==> config.mk <==
export PLATFORM = sky130hd
export DESIGN_NAME = uart_frame_decoder_flat
export DESIGN_NICKNAME = d
export VERILOG_FILES = /design/src/rtl/uart_frame_decoder_if.sv /design/src/rtl/uart_frame_decoder.sv /design/src/flat_wrapper.sv
export SDC_FILE = /design/constraint.sdc
export NUM_CORES = 1
export LEC_CHECK = 0
export BUFFER_PORTS_ARGS = -buffer_cell sky130_fd_sc_hd__buf_2
export CELL_PAD_IN_SITES_DETAIL_PLACEMENT = 0
export CELL_PAD_IN_SITES_GLOBAL_PLACEMENT = 2
export CORE_ASPECT_RATIO = 0.9
export CORE_MARGIN = 10
export CORE_UTILIZATION = 45
export CTS_BUF_LIST = sky130_fd_sc_hd__clkbuf_8 sky130_fd_sc_hd__clkbuf_16
export DETAILED_ROUTE_END_ITERATION = 12
export GPL_ROUTABILITY_DRIVEN = 0
export PLACE_DENSITY_LB_ADDON = 0.15
export SYNTH_ARGS = -nofsm -noshare
export SYNTH_HDL_FRONTEND = slang
export SYNTH_SLANG_ARGS = --single-unit
==> constraint.sdc <==
create_clock -name clk -period 2.6 [get_ports clk]
set_input_delay 0.13 -clock clk [delete_from_list [all_inputs] [get_ports clk]]
set_output_delay 0.13 -clock clk [all_outputs]
set_load 0.02 [all_outputs]
==> src/rtl/uart_frame_decoder_if.sv <==
`default_nettype none
// ============================================================================
// Module  : uart_frame_decoder_if
// Purpose : RX FIFO read port, payload stream and status pulses of the decoder.
// Revision: 1.0 - initial release
// ============================================================================
interface uart_frame_decoder_if;
  logic       rx_empty;
  logic [7:0] rx_data;
  logic       rx_rd_en;
  logic [7:0] m_data;
  logic       m_valid;
  logic       m_ready;
  logic       m_last;
  logic       frame_ok;
  logic       frame_err;
  logic [1:0] err_code;

  modport master (
    input  rx_empty,
    input  rx_data,
    output rx_rd_en,
    output m_data,
    output m_valid,
    input  m_ready,
    output m_last,
    output frame_ok,
    output frame_err,
    output err_code
  );

  modport slave (
    output rx_empty,
    output rx_data,
    input  rx_rd_en,
    input  m_data,
    input  m_valid,
    output m_ready,
    input  m_last,
    input  frame_ok,
    input  frame_err,
    input  err_code
  );
endinterface
`default_nettype wire

==> src/rtl/uart_frame_decoder.sv <==
`default_nettype none
// ============================================================================
// Module  : uart_frame_decoder
// Purpose : Pulls SOF/LEN/payload/CHK frames from a UART RX FIFO and releases
//           checksum-verified payloads on a valid/ready byte stream.
// Revision: 1.0 - initial release
// ============================================================================
module uart_frame_decoder #(
  parameter logic [7:0] SOF_BYTE    = 8'hA5,
  parameter int         MAX_LEN     = 16,
  parameter int         TIMEOUT_CYC = 50000
) (
  input  logic                  clk,
  input  logic                  rst_n,
  uart_frame_decoder_if.master  bus
);

  localparam int LW    = $clog2(MAX_LEN + 1);
  localparam int AW    = (MAX_LEN > 1) ? $clog2(MAX_LEN) : 1;
  localparam int DEPTH = 1 << AW;
  localparam int TW    = $clog2(TIMEOUT_CYC + 1);

  localparam logic [TW-1:0] C_TO_MAX  = TW'(TIMEOUT_CYC);
  localparam logic [TW-1:0] C_TO_LAST = TW'(TIMEOUT_CYC - 1);
  localparam logic [8:0]    C_MAX_LEN = 9'(MAX_LEN);

  typedef enum logic [2:0] {
    S_HUNT    = 3'd0,
    S_LEN     = 3'd1,
    S_PAYLOAD = 3'd2,
    S_CHK     = 3'd3,
    S_OUT     = 3'd4
  } state_t;

  state_t        state_q, state_d;
  logic [LW-1:0] len_q, len_d;
  logic [LW-1:0] idx_q, idx_d;
  logic [LW-1:0] oidx_q, oidx_d;
  logic [7:0]    chk_q, chk_d;
  logic [TW-1:0] tmo_q, tmo_d;
  logic          frame_ok_q, frame_ok_d;
  logic          frame_err_q, frame_err_d;
  logic [1:0]    err_code_q, err_code_d;
  logic [7:0]    pay_mem_q [DEPTH];

  logic          rd_en;
  logic          in_frame;
  logic          timeout_hit;
  logic          pay_we;
  logic          out_last;
  logic [LW-1:0] len_last;

  // Gated by rst_n so no byte is popped while the core sits in reset.
  assign rd_en       = rst_n && !bus.rx_empty && (state_q != S_OUT);
  assign in_frame    = (state_q == S_LEN) || (state_q == S_PAYLOAD) || (state_q == S_CHK);
  assign timeout_hit = in_frame && !rd_en && (tmo_q == C_TO_LAST);
  assign len_last    = len_q - LW'(1);
  assign out_last    = (oidx_q == len_last);

  assign bus.rx_rd_en  = rd_en;
  assign bus.m_valid   = (state_q == S_OUT);
  assign bus.m_last    = (state_q == S_OUT) && out_last;
  assign bus.m_data    = (state_q == S_OUT) ? pay_mem_q[oidx_q[AW-1:0]] : 8'h00;
  assign bus.frame_ok  = frame_ok_q;
  assign bus.frame_err = frame_err_q;
  assign bus.err_code  = err_code_q;

  always_comb begin
    state_d     = state_q;
    len_d       = len_q;
    idx_d       = idx_q;
    oidx_d      = oidx_q;
    chk_d       = chk_q;
    frame_ok_d  = 1'b0;
    frame_err_d = 1'b0;
    err_code_d  = err_code_q;
    pay_we      = 1'b0;

    tmo_d = '0;
    if (in_frame && !rd_en) begin
      tmo_d = (tmo_q == C_TO_MAX) ? tmo_q : tmo_q + TW'(1);
    end

    case (state_q)
      S_HUNT: begin
        if (rd_en && (bus.rx_data == SOF_BYTE)) begin
          state_d = S_LEN;
        end
      end
      S_LEN: begin
        if (rd_en) begin
          if ((bus.rx_data == 8'h00) || ({1'b0, bus.rx_data} > C_MAX_LEN)) begin
            state_d     = S_HUNT;
            frame_err_d = 1'b1;
            err_code_d  = 2'b10;
          end else begin
            len_d   = bus.rx_data[LW-1:0];
            idx_d   = '0;
            chk_d   = bus.rx_data;
            state_d = S_PAYLOAD;
          end
        end
      end
      S_PAYLOAD: begin
        if (rd_en) begin
          pay_we = 1'b1;
          chk_d  = chk_q ^ bus.rx_data;
          idx_d  = idx_q + LW'(1);
          if (idx_q == len_last) begin
            state_d = S_CHK;
          end
        end
      end
      S_CHK: begin
        if (rd_en) begin
          if (bus.rx_data == chk_q) begin
            frame_ok_d = 1'b1;
            oidx_d     = '0;
            state_d    = S_OUT;
          end else begin
            state_d     = S_HUNT;
            frame_err_d = 1'b1;
            err_code_d  = 2'b01;
          end
        end
      end
      S_OUT: begin
        if (bus.m_ready) begin
          if (out_last) begin
            state_d = S_HUNT;
          end else begin
            oidx_d = oidx_q + LW'(1);
          end
        end
      end
      default: begin
        state_d = S_HUNT;
      end
    endcase

    // timeout_hit implies no byte this cycle, so it never collides with the above.
    if (timeout_hit) begin
      state_d     = S_HUNT;
      frame_err_d = 1'b1;
      err_code_d  = 2'b11;
    end
  end

  always_ff @(posedge clk or negedge rst_n) begin
    if (!rst_n) begin
      state_q     <= S_HUNT;
      len_q       <= '0;
      idx_q       <= '0;
      oidx_q      <= '0;
      chk_q       <= 8'h00;
      tmo_q       <= '0;
      frame_ok_q  <= 1'b0;
      frame_err_q <= 1'b0;
      err_code_q  <= 2'b00;
    end else begin
      state_q     <= state_d;
      len_q       <= len_d;
      idx_q       <= idx_d;
      oidx_q      <= oidx_d;
      chk_q       <= chk_d;
      tmo_q       <= tmo_d;
      frame_ok_q  <= frame_ok_d;
      frame_err_q <= frame_err_d;
      err_code_q  <= err_code_d;
    end
  end

  // Payload storage needs no reset; it is only read after being fully written.
  always_ff @(posedge clk) begin
    if (pay_we) begin
      pay_mem_q[idx_q[AW-1:0]] <= bus.rx_data;
    end
  end

endmodule
`default_nettype wire

==> src/flat_wrapper.sv <==
// flat-port wrapper written by rule: the top's interface ports become plain ports
module uart_frame_decoder_flat 
#(
  parameter logic [7:0] SOF_BYTE    = 8'hA5,
  parameter int         MAX_LEN     = 16,
  parameter int         TIMEOUT_CYC = 50000
)
  (clk, rst_n, bus_rx_empty, bus_rx_data, bus_rx_rd_en, bus_m_data, bus_m_valid, bus_m_ready, bus_m_last, bus_frame_ok, bus_frame_err, bus_err_code);
  uart_frame_decoder_if bus_i ();
  input  logic clk;
  input  logic rst_n;
  input wire logic [$bits(bus_i.rx_empty)-1:0] bus_rx_empty;
  input wire logic [$bits(bus_i.rx_data)-1:0] bus_rx_data;
  output wire logic [$bits(bus_i.rx_rd_en)-1:0] bus_rx_rd_en;
  output wire logic [$bits(bus_i.m_data)-1:0] bus_m_data;
  output wire logic [$bits(bus_i.m_valid)-1:0] bus_m_valid;
  input wire logic [$bits(bus_i.m_ready)-1:0] bus_m_ready;
  output wire logic [$bits(bus_i.m_last)-1:0] bus_m_last;
  output wire logic [$bits(bus_i.frame_ok)-1:0] bus_frame_ok;
  output wire logic [$bits(bus_i.frame_err)-1:0] bus_frame_err;
  output wire logic [$bits(bus_i.err_code)-1:0] bus_err_code;
  assign bus_i.rx_empty = bus_rx_empty;
  assign bus_i.rx_data = bus_rx_data;
  assign bus_rx_rd_en = bus_i.rx_rd_en;
  assign bus_m_data = bus_i.m_data;
  assign bus_m_valid = bus_i.m_valid;
  assign bus_i.m_ready = bus_m_ready;
  assign bus_m_last = bus_i.m_last;
  assign bus_frame_ok = bus_i.frame_ok;
  assign bus_frame_err = bus_i.frame_err;
  assign bus_err_code = bus_i.err_code;
  uart_frame_decoder #(.SOF_BYTE(SOF_BYTE), .MAX_LEN(MAX_LEN), .TIMEOUT_CYC(TIMEOUT_CYC)) u_core (.clk(clk), .rst_n(rst_n), .bus(bus_i));
endmodule
==> impl_results.md <==
- Status: complete, no violations
- DRT antenna net count: 0
- Number of global-route vias before repair: between 4,000 and 5,000
- Initial antenna violation count: 0
- Area Overhead vs Synth: 18.2%
- Power share of the combinational group: 10.9%
- Reg-to-reg setup timing slack: 0.35 ns
- Cell variety after synth: 48
- Internal power: 0.00484 W
- Clk root buf: clkbuf_16
- Pwr Total: approximately 0.0065 W
- Fillers: approximately 1,400
- Final instance area: 0.00902 mm^2
- Total number of vias: 4,487
- Diode count: 0
- Avg Cell Area, Syn: 15.3 um^2
- First-pass GRT wire length: 27,200 um
- Net Sw Power: around 0.0017 W
- DRT iter0 DRCs: 392
- R2R Path Start: u_core.state_q[2]$_DFFE_PN0P_
- Worst-margin pin slew: 0.598 ns
- Worst setup margin: around 0.045 ns
- Num CTS Buffers: 17
- Reg2reg path depth: 5
- Asr flop ratio synth: 26.4%
- Total gr overflow: 0
- Hold Crit Class: input pin to register
- Post-route minimum period: 2.55 ns
- Post-Syn Area: 0.00763 mm^2
- Worst-path clk slew: 0.07 ns
- Worst-Skew Late Latency: around 0.43 ns
- Crit-path leading delay family: multiplexers
- Final hold slack: between 0.02 and 0.03 ns
- Crit-path max FO: 7
- Chip Width: 157 um
- Startpoint Class: register
- Most common cell after layout, fill and taps aside: edfxtp_1
- DR WL/cell: 22.4 um
- CP Data Required Time: around 2.5 ns
- WP data arrival: 2.42 ns
- WL final: 17,800 um
- Max-slew headroom: 59.8%
- Core ar.: 0.0168 mm^2
- FP Rows: 45
- Post-Synth XOR/XNOR Area: 4.56%
- Fmax: 391 MHz
- Number of iterations in the first detailed-routing pass: 6
- Most frequent cells in the layout: edfxtp_1, dfrtp_1, mux4_2, nand2_1, buf_4
- Switch share: 26.0%
- Die Ht: between 100 and 150 um
- Die area: 0.0226 mm^2
- Max Cap Viol: 0
- Place WS: about 0.36 ns
- Critical Path Slowest Stage Cell: mux4_2
- CTS tree: done
- Mux cell area share after synthesis: 12.6%
- H-tree depth: 4
- Worst r2r dst: u_core.pay_mem_q[3][1]$_DFFE_PP_
- Final setup violating endpoints: 0
- Synth Warn #: 0
- Critical Path End Type: primary output
- Fin nets: 589
- Fin. Hold Viols: 0
- Leak: 3.31 nW
- Worst setup path category: register to primary output
- Synth Area in Adders: between 1 and 1.5%
- Main combinational cell family by area after synthesis: multiplexers
- Syn nets: between 500 and 600
- Share of cells above drive strength 1: 26.1%
- Hold Crit Start: bus_m_ready
- Crit-path cells: buf_12, buf_6, mux4_2, mux4_2, and2_1, buf_2
- Setup TNS: 0 ns
- Post-synthesis simple-gate area fraction: 9.82%
- Post-detail-place hpwl: 11,700 um
- Synth Register Bits: 174
- Skew final: about 0.0084 ns
- Bufs and invs on worst path: 3
- Worst path most repeated cell: mux4_2
- DRC: 0
- Bufs on Longest Clock Path: 2
- Max-slew violations: 0
- Power per cell area: 725 mW/mm^2
- Post-synth top flop: edfxtp_1
- Initial Util: 45.5%
- GR Util All Layers: between 15 and 20%
- # clock sinks: about 170
- Complex-gate fraction of the synthesized area: 4.21%
- Worst path max stage delay: 0.54 ns
- Largest net degree at the start of global routing: 37
- Fin crit share: 98.3%
- Placed inst area: approximately 0.0083 mm^2
- Via/cell ratio: 5.66
- Clock power frac: 39.6%
- Ports: 27
- Hold-critical path endpoint: u_core.oidx_q[0]$_DFFE_PN0P_
- VDD IR max: 0.460 mV
- RSZ-0062 raised after global routing: true
- Hold Crit Depth: 3
- IO buf count: 26
- Sequential fraction of the synthesis area: 65.4%
- Synth Instances: 498
- EDFF count, synth: 128
- Sequential Power Share: 49.5%
==> power groups by stage <==
stage / Sequential (W) / Combinational (W) / Clock (W)
finish: 0.00324 / 0.000716 / 0.00259
detailed placement: 0.00330 / 0.000717 / 0
global placement: 0.00329 / 0.000705 / 0
global route: 0.00326 / 0.000802 / 0.00278
CTS: 0.00324 / 0.000724 / 0.00264
floorplan: 0.00328 / 0.000490 / 0
==> cell families (layout without fill, tap and decap cells) <==
| logic type | count (synthesis) | after routing |
|---|---|---|
| xor gates and xnor gates | 35 | 35 |
| buffers and inverters | 36 | 120 |
| and+or+nand+nor | 148 | 148 |
| muxes | 46 | 46 |
| AOI/OAI and AO/OA | 51 | 51 |
| DFF | 174 | 174 |
| adders and majority gates | 8 | 8 |
==> per-stage QoR <==
stage,utilization (%),cells
after floorplan,-,498
after global placement,49.2,754
after detailed placement,49.2,754
after CTS,52.9,788
after global routing,53.8,793
final,53.8,793
==> layer usage <==
metal | track usage (%) | vias up | routed length (um)
met4 | 3.59 | 0 | 120
met5 | 0 | - | 0
met2 | 24.6 | 101 | 8480
li1 | - | 2048 | -
met1 | 23.7 | 2331 | 8290
met3 | 3.79 | 7 | 878
==> timing repair <==
item                                    CTS  global route
resized for setup                         0            15
hold buffers                              1             0
pin swaps                                 0             1
endpoints found under the setup margin    6             4
endpoints found under the hold margin    10             0
setup buffers                             1             1
cloned                                    0             4
==> area by class of cell <==
cell class              instances  area (um^2)  share of cell area [%]
clock buffers                  17          425                    4.71
clock inverters                15          179                    1.98
inverters                      18         67.6                   0.749
multi-input cells             288         2490                    27.6
flip-flops and latches        174         5000                    55.4
well taps                     211          264                    2.93
repair buffers                 70          601                    6.65
==> cell usage after synthesis, types with 2 or more instances <==
cell type | n | area, um^2
xnor3_1 | 3 | 67.6
nor3_1 | 10 | 50.1
mux2i_1 | 6 | 60.1
inv_1 | 17 | 63.8
clkbuf_1 | 9 | 33.8
nand3b_1 | 2 | 15.0
edfxtp_1 | 128 | 3840
buf_2 | 5 | 25.0
nor3b_2 | 2 | 25.0
nor4_1 | 7 | 43.8
a31oi_1 | 2 | 12.5
or3_1 | 5 | 31.3
a32o_1 | 2 | 20.0
buf_4 | 3 | 22.5
nand3_1 | 20 | 100
xor2_1 | 18 | 158
mux4_2 | 40 | 901
and3_1 | 5 | 31.3
o21ai_0 | 14 | 70.1
dfrtp_1 | 46 | 1150
nand4_1 | 8 | 50.1
a21oi_1 | 21 | 105
and2_1 | 8 | 50.1
nand2b_1 | 7 | 43.8
nor2_1 | 32 | 120
nor2b_1 | 2 | 12.5
ha_1 | 8 | 100
nand2_1 | 35 | 131
xnor2_1 | 14 | 123
==> worst max-delay path by stage <==
stage / cells after the start / endpoint / startpoint
2_1_floorplan: 6 / u_core.pay_mem_q[0][0]$_DFFE_PP_ / u_core.state_q[2]$_DFFE_PN0P_
3_3_place_gp: 6 / u_core.oidx_q[4]$_DFFE_PN0P_ / bus_rx_data[5]
3_5_place_dp: 6 / u_core.oidx_q[4]$_DFFE_PN0P_ / bus_rx_data[5]
4_1_cts: 5 / bus_m_data[4] / u_core.oidx_q[0]$_DFFE_PN0P_
5_1_grt: 6 / bus_m_data[5] / u_core.oidx_q[0]$_DFFE_PN0P_
6_report: 6 / bus_m_data[5] / u_core.oidx_q[0]$_DFFE_PN0P_
==> tightest hold or removal path, delay by kind of cell <==
family	cells	cell delay, ns
AO/OA/AOI/OAI	1	0.08
buffers and inverters	1	0.13
multiplexers	1	0.07
==> state kept, by name, indices dropped and copies added, names as in the netlist <==
signal                flops
u_core.bus.err_code       2
u_core.bus.frame_err      1
u_core.bus.frame_ok       1
u_core.chk_q              8
u_core.idx_q              5
u_core.len_q              5
u_core.oidx_q             5
u_core.pay_mem_q        128
u_core.state_q            3
u_core.tmo_q             16
Power figures use the tool's default switching activity.
